File: src/rtl/writeback_unit.sv
// Writeback merge of ALU results and queued/direct load data into one registered RF write port, plus a load scoreboard.
// One-cycle select-to-write latency; mem_ready drops when the load queue is full; optional WB_BYPASS_EN forwards the load being written.
module writeback_unit #(
  parameter int MEM_Q_DEPTH = 2
) (
  input  logic        clk,
  input  logic        rst,
  input  logic        issue_valid,
  input  logic [4:0]  issue_rs1,
  input  logic [4:0]  issue_rs2,
  input  logic [4:0]  issue_rd,
  input  logic        issue_rd_long,
  output logic        issue_stall,
  input  logic        alu_valid,
  input  logic [4:0]  alu_rd,
  input  logic [31:0] alu_data,
  input  logic        mem_valid,
  output logic        mem_ready,
  input  logic [4:0]  mem_rd,
  input  logic [31:0] mem_data,
  output logic        rf_write_en,
  output logic [4:0]  rf_rd_addr,
  output logic [31:0] rf_rd_data,
  output logic        byp_rs1_sel,
  output logic        byp_rs2_sel
);

  localparam int AW = (MEM_Q_DEPTH > 1) ? $clog2(MEM_Q_DEPTH) : 1;

  logic [31:0]   r_pending;
  logic [4:0]    r_q_rd   [MEM_Q_DEPTH];
  logic [31:0]   r_q_data [MEM_Q_DEPTH];
  logic [AW-1:0] r_wptr;
  logic [AW-1:0] r_rptr;
  logic [AW:0]   r_count;
  logic          r_rf_we;
  logic [4:0]    r_rf_addr;
  logic [31:0]   r_rf_data;
  logic          r_from_mem;

  logic        w_q_empty;
  logic        w_alu_take;
  logic        w_mem_take;
  logic        w_pop;
  logic        w_push;
  logic        w_direct;
  logic        w_issue_acc;
  logic        w_byp1;
  logic        w_byp2;
  logic        w_sel_vld;
  logic        w_sel_mem;
  logic [4:0]  w_sel_rd;
  logic [31:0] w_sel_data;
  logic [31:0] w_pending_nxt;

  assign w_q_empty  = (r_count == '0);
  assign mem_ready  = (r_count < (AW+1)'(MEM_Q_DEPTH));
  assign w_alu_take = alu_valid && (alu_rd != 5'd0);
  // Responses to x0 are accepted but never reach the queue or the RF.
  assign w_mem_take = mem_valid && mem_ready && (mem_rd != 5'd0);
  assign w_pop      = !w_alu_take && !w_q_empty;
  assign w_direct   = !w_alu_take && w_q_empty && w_mem_take;
  assign w_push     = w_mem_take && !w_direct;

`ifdef WB_BYPASS_EN
  logic w_mem_wb;
  assign w_mem_wb = r_rf_we && r_from_mem;
  assign w_byp1   = w_mem_wb && (issue_rs1 == r_rf_addr) && r_pending[issue_rs1];
  assign w_byp2   = w_mem_wb && (issue_rs2 == r_rf_addr) && r_pending[issue_rs2];
`else
  assign w_byp1   = 1'b0;
  assign w_byp2   = 1'b0;
`endif

  assign byp_rs1_sel = w_byp1;
  assign byp_rs2_sel = w_byp2;
  // WAW on rd is never forwarded away.
  assign issue_stall = issue_valid && ((r_pending[issue_rs1] && !w_byp1) ||
                                       (r_pending[issue_rs2] && !w_byp2) ||
                                       r_pending[issue_rd]);
  assign w_issue_acc = issue_valid && !issue_stall;

  always_comb begin
    w_sel_vld  = 1'b0;
    w_sel_mem  = 1'b0;
    w_sel_rd   = r_q_rd[r_rptr];
    w_sel_data = r_q_data[r_rptr];
    if (w_alu_take) begin
      w_sel_vld  = 1'b1;
      w_sel_rd   = alu_rd;
      w_sel_data = alu_data;
    end else if (!w_q_empty) begin
      w_sel_vld  = 1'b1;
      w_sel_mem  = 1'b1;
    end else if (w_mem_take) begin
      w_sel_vld  = 1'b1;
      w_sel_mem  = 1'b1;
      w_sel_rd   = mem_rd;
      w_sel_data = mem_data;
    end
  end

  always_comb begin
    w_pending_nxt = r_pending;
    if (r_rf_we && r_from_mem) begin
      w_pending_nxt[r_rf_addr] = 1'b0;
    end
    if (w_issue_acc && issue_rd_long && (issue_rd != 5'd0)) begin
      w_pending_nxt[issue_rd] = 1'b1;
    end
    w_pending_nxt[0] = 1'b0;
  end

  always_ff @(posedge clk or posedge rst) begin
    if (rst) begin
      r_pending <= '0;
    end else begin
      r_pending <= w_pending_nxt;
    end
  end

  always_ff @(posedge clk) begin
    if (w_push) begin
      r_q_rd[r_wptr]   <= mem_rd;
      r_q_data[r_wptr] <= mem_data;
    end
  end

  always_ff @(posedge clk or posedge rst) begin
    if (rst) begin
      r_wptr  <= '0;
      r_rptr  <= '0;
      r_count <= '0;
    end else begin
      if (w_push) begin
        r_wptr <= r_wptr + 1'b1;
      end
      if (w_pop) begin
        r_rptr <= r_rptr + 1'b1;
      end
      case ({w_push, w_pop})
        2'b10:   r_count <= r_count + 1'b1;
        2'b01:   r_count <= r_count - 1'b1;
        default: r_count <= r_count;
      endcase
    end
  end

  always_ff @(posedge clk or posedge rst) begin
    if (rst) begin
      r_rf_we    <= 1'b0;
      r_rf_addr  <= '0;
      r_rf_data  <= '0;
      r_from_mem <= 1'b0;
    end else begin
      r_rf_we    <= w_sel_vld;
      r_from_mem <= w_sel_mem;
      if (w_sel_vld) begin
        r_rf_addr <= w_sel_rd;
        r_rf_data <= w_sel_data;
      end
    end
  end

  assign rf_write_en = r_rf_we;
  assign rf_rd_addr  = r_rf_addr;
  assign rf_rd_data  = r_rf_data;

endmodule

File: config.mk
export PLATFORM = sky130hd
export DESIGN_NAME = writeback_unit
export DESIGN_NICKNAME = d
export VERILOG_FILES = /design/src/rtl/writeback_unit.sv
export SDC_FILE = /design/constraint.sdc
export NUM_CORES = 1
export LEC_CHECK = 0
export ABC_AREA = 1
export BUFFER_PORTS_ARGS = -buffer_cell sky130_fd_sc_hd__buf_4
export CELL_PAD_IN_SITES_DETAIL_PLACEMENT = 0
export CELL_PAD_IN_SITES_GLOBAL_PLACEMENT = 2
export CORE_MARGIN = 10
export CORE_UTILIZATION = 33
export DETAILED_ROUTE_END_ITERATION = 10
export GPL_ROUTABILITY_DRIVEN = 0
export PLACE_DENSITY_LB_ADDON = 0.12
export REMOVE_ABC_BUFFERS = 1
export SLEW_MARGIN = 10
export SYNTH_ARGS = -nofsm -noshare
export SYNTH_HDL_FRONTEND = slang
export SYNTH_SLANG_ARGS = --single-unit
File: constraint.sdc
create_clock -name clk -period 3.4 [get_ports clk]
set_input_delay 0.68 -clock clk [delete_from_list [all_inputs] [get_ports clk]]
set_output_delay 0.68 -clock clk [all_outputs]
set_load 0.05 [all_outputs]
# ---- Word level (Yosys, flattened, before mapping)
# Memory sizes are Yosys's and may differ from the RTL's.
# Cells that the tools add are included.
dict set report totals {
  ff_bits 74
  ramBits 74
  input_bits 95
  output_inout_bits 42
  elab_cells 76
  memories 2
}
# name words word_bits read_ports rd_ports_with_merged_regs write_ports line_no
set mem_list {}
lappend mem_list {r_q_data 2 32 1 0 1 32} ;# logic [31:0] r_q_data [MEM_Q_DEPTH];
lappend mem_list {r_q_rd 2 5 1 0 1 31} ;# logic [4:0] r_q_rd [MEM_Q_DEPTH];
dict set report classes {
  addsub 4
  order_cmp 7
  n_eq_ne 2
  n_mux 25
  n_bitwise 3
  reduce_logical 25
}
# operator count
set op_table {}
lappend op_table {{32-bit 2-to-1 mux} 5}
lappend op_table {{32-bit AND} 1}
lappend op_table {{32-bit NOT} 1}
lappend op_table {{32-bit bitwise OR} 1}
lappend op_table {{5-bit by 6-bit < comparator with 1-bit output (second input constant)} 4}
lappend op_table {{1-bit binary-select mux with 5-bit select} 3}
lappend op_table {{5-bit 2-to-1 mux} 3}
lappend op_table {{5-bit nonzero test} 3}
lappend op_table {{1-bit logical AND} 14}
lappend op_table {{1-bit 2-to-1 mux} 11}
lappend op_table {{1-bit demux with 5-bit select} 2}
lappend op_table {{5-bit by 1-bit >= comparator with 1-bit output (second input constant)} 2}
lappend op_table {{1-bit zero test} 4}
lappend op_table {{2-bit one-hot mux with 2 select lines} 1}
lappend op_table {{1-bit adder (second input constant)} 2}
lappend op_table {{2-bit by 1-bit adder with 2-bit output (second input constant)} 1}
lappend op_table {{2-bit by 1-bit == test with 1-bit output (second input constant)} 1}
lappend op_table {{2-bit == test (second input constant)} 1}
lappend op_table {{2-bit zero test} 1}
lappend op_table {{1-bit logical OR} 2}
lappend op_table {{2-bit < comparator (second input constant)} 1}
lappend op_table {{2-bit nonzero test} 1}
lappend op_table {{2-bit by 1-bit subtractor with 2-bit output (second input constant)} 1}

# ---- Logic depth before layout (Yosys ltp)
dict set report depth {
  ltp_word 10
  ltp_mapped 14
  ltp_nobuf 12
}

# ---- Worst setup path after synthesis
# Ideal clock, no wire load.
dict set report synth_timing {
  kind {input -> register}
  start {input port alu_rd[4]}
  end {memory r_q_data[1][0] (enable)}
  setup_time_ns 0.433
  t_arrival_ns 2.813
  required_time_ns 2.967
  setup_slack_ns 0.155
  path_stages 7
  n_path_buf 1
  cell_sequence {inv_1 > nand3_1 > nand2_1 > buf_2 > nand2_1 > nand2_1 > nor2_1}
}
dict set report synth_between {
  elab_chain_len 9
}
# item line_no
set synth_lines {}
lappend synth_lines {{from (decl)} 15} ;# input logic [4:0] alu_rd,
lappend synth_lines {{5-bit nonzero test} 58} ;# assign w_alu_take = alu_valid && (alu_rd != 5'd0);
lappend synth_lines {{1-bit logical AND} 58}
lappend synth_lines {{1-bit zero test} 62} ;# assign w_direct = !w_alu_take && w_q_empty && w_mem_take;
lappend synth_lines {{1-bit logical AND (2 in a row)} 62}
lappend synth_lines {{1-bit zero test} 63} ;# assign w_push = w_mem_take && !w_direct;
lappend synth_lines {{1-bit logical AND} 63}
lappend synth_lines {{1-bit 2-to-1 mux} 123} ;# if (w_push) begin
lappend synth_lines {{1-bit 2-to-1 mux (implied by the code)} 125} ;# r_q_data[r_wptr] <= mem_data;
lappend synth_lines {{to (decl)} 32}
# No other way between the ends.

# ---- Final worst setup path
dict set report layout_timing {
  start {input port issue_rs2[0]}
  end {output port issue_stall}
}
dict set report layout_between {
  elab_chain_len 5
}
# item line_no
set layout_lines {}
lappend layout_lines {{from (decl)} 10} ;# input logic [4:0] issue_rs2,
lappend layout_lines {{1-bit binary-select mux with 5-bit select} 79} ;# (r_pending[issue_rs2] && !w_byp2) ||
lappend layout_lines {{1-bit 2-to-1 mux (implied by the code)} 79}
lappend layout_lines {{1-bit logical OR} 78} ;# assign issue_stall = issue_valid && ((r_pending[issue_rs1] && !w_byp1) ||
lappend layout_lines {{1-bit logical OR} 79}
lappend layout_lines {{1-bit logical AND} 78}
lappend layout_lines {{to (decl)} 13} ;# output logic issue_stall,
# No other way between the ends. The select of a mux whose other input is x is not followed.

==> impl_results.md <==
- Outcome: complete, no violations
- Vias per Instance: 5.02
- H-tree Lvls: 4
- CP max-delay cell: buf_4
- Peak supply drop: 0.367 mV
- 1st-iter DRT viols: 386
- Total Routing Usage GR: about 17%
- Worst EP arrival: around 2.2 ns
- Worst hold path class: primary input to asynchronous set/reset pin
- Tot Pwr: 7.93 mW
- Clock skew: 0.0181 ns
- Die Width: 171 um
- Antenna violations before repair: 0
- CTS Sinks: 148
- Post-CTS setup buffers: 0
- Congestion Overflow GR: 0
- Max-cap violations: 0
- Most used cell along the critical path: nand2_1
- Area delta synth->final: 24.5%
- Flops & latches, synth: approximately 150
- Critical path required time: 2.72 ns
- DR pass1 iterations: 5
- Crit Path Max Fanout: 17
- Global-route wire length before repair: 39,300 um
- Synth warn: 0
- DRT antenna net count: 0
- Pin count of the biggest net entering global routing: 75
- Period minus WS final: ~2.8 ns
- RR Endpoint: r_pending[7]
- Synth unique cells: 35
- Most frequent cells in the layout: nand2_1 (189), buf_4 (147), nor2_1 (119), o21ai_0 (91), nand3_1 (82)
- Die Area: 29,300 um2
- Setup slack, reg-to-reg: 1.49 ns
- Setup TNS: 0 ns
- Layout cell share with drive strength beyond 1: 20.3%
- Final setup violation count: 0
- Die H: 171 um
- Layout fillers: 2,339
- Final worst-path cycle share: 83.3%
- CTS-repair resized insts: 0
- # port buffers: approximately 130
- Vias in the first global route: roughly 6,800
- Worst skew pair latency: 0.43 ns
- WS Path Type: primary input to output port
- Top Ports: about 140
- Pins Over Slew Limit: 0
- Initial Util: 33.4%
- CTS buffer count: 17
- Detailed Route WL: 25,000 um
- Nets: roughly 1,100
- Util after Layout: roughly 42%
- Residual DRC: 0
- Final hold vios: 0
- Cells along the critical path: buf_4, clkinv_2, nand2_1, nand3_1, nand3_1, nand3_1, nand2_1, nand2_1, nand2_1, nor2_2, a21boi_1, buf_4
- CP endpoint kind: output port
- Clock Path Buffers: 2
- FMAX: 353 MHz
- CTS tree: built
- Clk slew on worst S/H paths: 0.07 ns
- Post-Synthesis Mean Instance Area: between 8 and 9 um2
- Most common cell after layout, fill and taps aside: nand2_1
- Sequential area share after synthesis: a little over half
- Clk Tree Root Cell: clkbuf_16
- CP startpoint kind: primary input
- Worst r2r path cells: 12
- Pwr Density: approximately 850 nW/um2
- Via count: between 6,000 and 7,000
- CP peak stage delay: approximately 0.24 ns
- Leak Pwr: ~4.1 nW
- Cell Area, Synth: 7530 um2
- Avg WL per Cell: 19.1 um
- FF-to-FF Start: r_pending[15]
- Worst slew margin: 36.8%
- Final HPWL DP: between 15,000 and 20,000 um
- Worst slew pin tran: 0.946 ns
- Row cnt: 55
- Post-CTS Hold Buffers: 0
- Post-Synthesis Cells: 889
- RSZ-0062 raised after global routing: no
- Core Area: 22,600 um2
==> worst max-delay path: cells and delay by family <==
family | cells | cell delay [ns]
AO/OA/AOI/OAI | 1 | 0.16
buffers and inverters | 3 | 0.65
AND/OR/NAND/NOR | 8 | 0.64
==> synth_stat cells, drive strengths merged <==
master,count,share of area [%]
ha,1,0.17
nor2,125,6.4
clkinv,4,0.22
nand2,194,9.8
nand3,83,5.5
a21oi,27,1.8
inv,70,3.5
conb,1,0.050
o211ai,33,3.3
o221ai,2,0.23
xnor2,1,0.12
edfxtp,74,29
o22ai,3,0.25
clkbuf,14,0.71
a21boi,1,0.10
xor2,2,0.23
dfrtp,74,25
nor3,8,0.53
nand4,32,2.7
a22oi,1,0.10
o21ai,100,6.6
buf,35,3.2
a31oi,4,0.33
==> final cells by class <==
type / instances / area (um2) / area share (%)
Sequential cell: 148 / 4070 / 43.4
Tap cell: 285 / 357 / 3.80
Multi-Input combinational cell: 619 / 2920 / 31.1
Timing Repair Buffer: 149 / 1140 / 12.2
Clock buffer: 17 / 425 / 4.54
Clock inverter: 15 / 179 / 1.91
Antenna cell: 1 / 2.50 / 0.0267
Inverter: 74 / 280 / 2.99
==> cell families after synthesis <==
family | after synthesis | share of synthesized area [%]
flip-flops | 148 | 54.1
AO/OA/AOI/OAI | 171 | 12.8
buffers and inverters | 123 | 7.61
XOR/XNOR | 3 | 0.349
adder cells (fa/ha/maj) | 1 | 0.166
other | 1 | 0.0498
AND/OR/NAND/NOR | 442 | 25.0
==> worst max path at each step <==
stage	from	to	cells after the start
3_5_place_dp	issue_rs2[0]	issue_stall	12
5_1_grt	issue_rs2[0]	issue_stall	12
4_1_cts	issue_rs2[0]	issue_stall	12
6_report	issue_rs2[0]	issue_stall	12
2_1_floorplan	alu_rd[4]	r_q_data[1][0]	6
3_3_place_gp	issue_rs2[0]	issue_stall	12
==> state kept, by name, indices dropped and copies added (netlist names) <==
register,cells
r_count,2
r_wptr,1
r_q_data,64
rf_write_en,1
rf_rd_addr,5
r_rptr,1
r_pending,31
r_q_rd,10
rf_rd_data,32
r_from_mem,1
==> report_power, final <==
part	leakage [nW]	internal, mW	total [mW]	switching, mW
sequential	1.53	2.46	2.79	0.326
clock	0.298	1.06	1.92	0.868
combinational	2.23	0.934	3.22	2.28
total	4.06	4.45	7.93	3.48
==> metal layers <==
layer  part of all wire (%)  GRT usage [%]  up-vias
li1                       -              -     3267
met1                     43           21.4     3091
met2                     48           28.4      176
met3                    6.8           5.62       36
met4                    2.0           5.48        0
met5                      0              0        -
==> metrics by stage <==
stage / instances / instance area, um2 / worst slack (ns) / hold WS [ns]
after floorplan: 841 / 7240 / -0.328 / 0.474
after global placement: 1275 / 8770 / 0.569 / 0.467
after detailed placement: 1275 / 8770 / 0.557 / 0.467
after CTS: 1307 / 9380 / 0.549 / 0.353
after global routing: 1307 / 9380 / 0.427 / 0.339
final: 1308 / 9380 / 0.567 / 0.304
(Power assumes the default switching activity.)
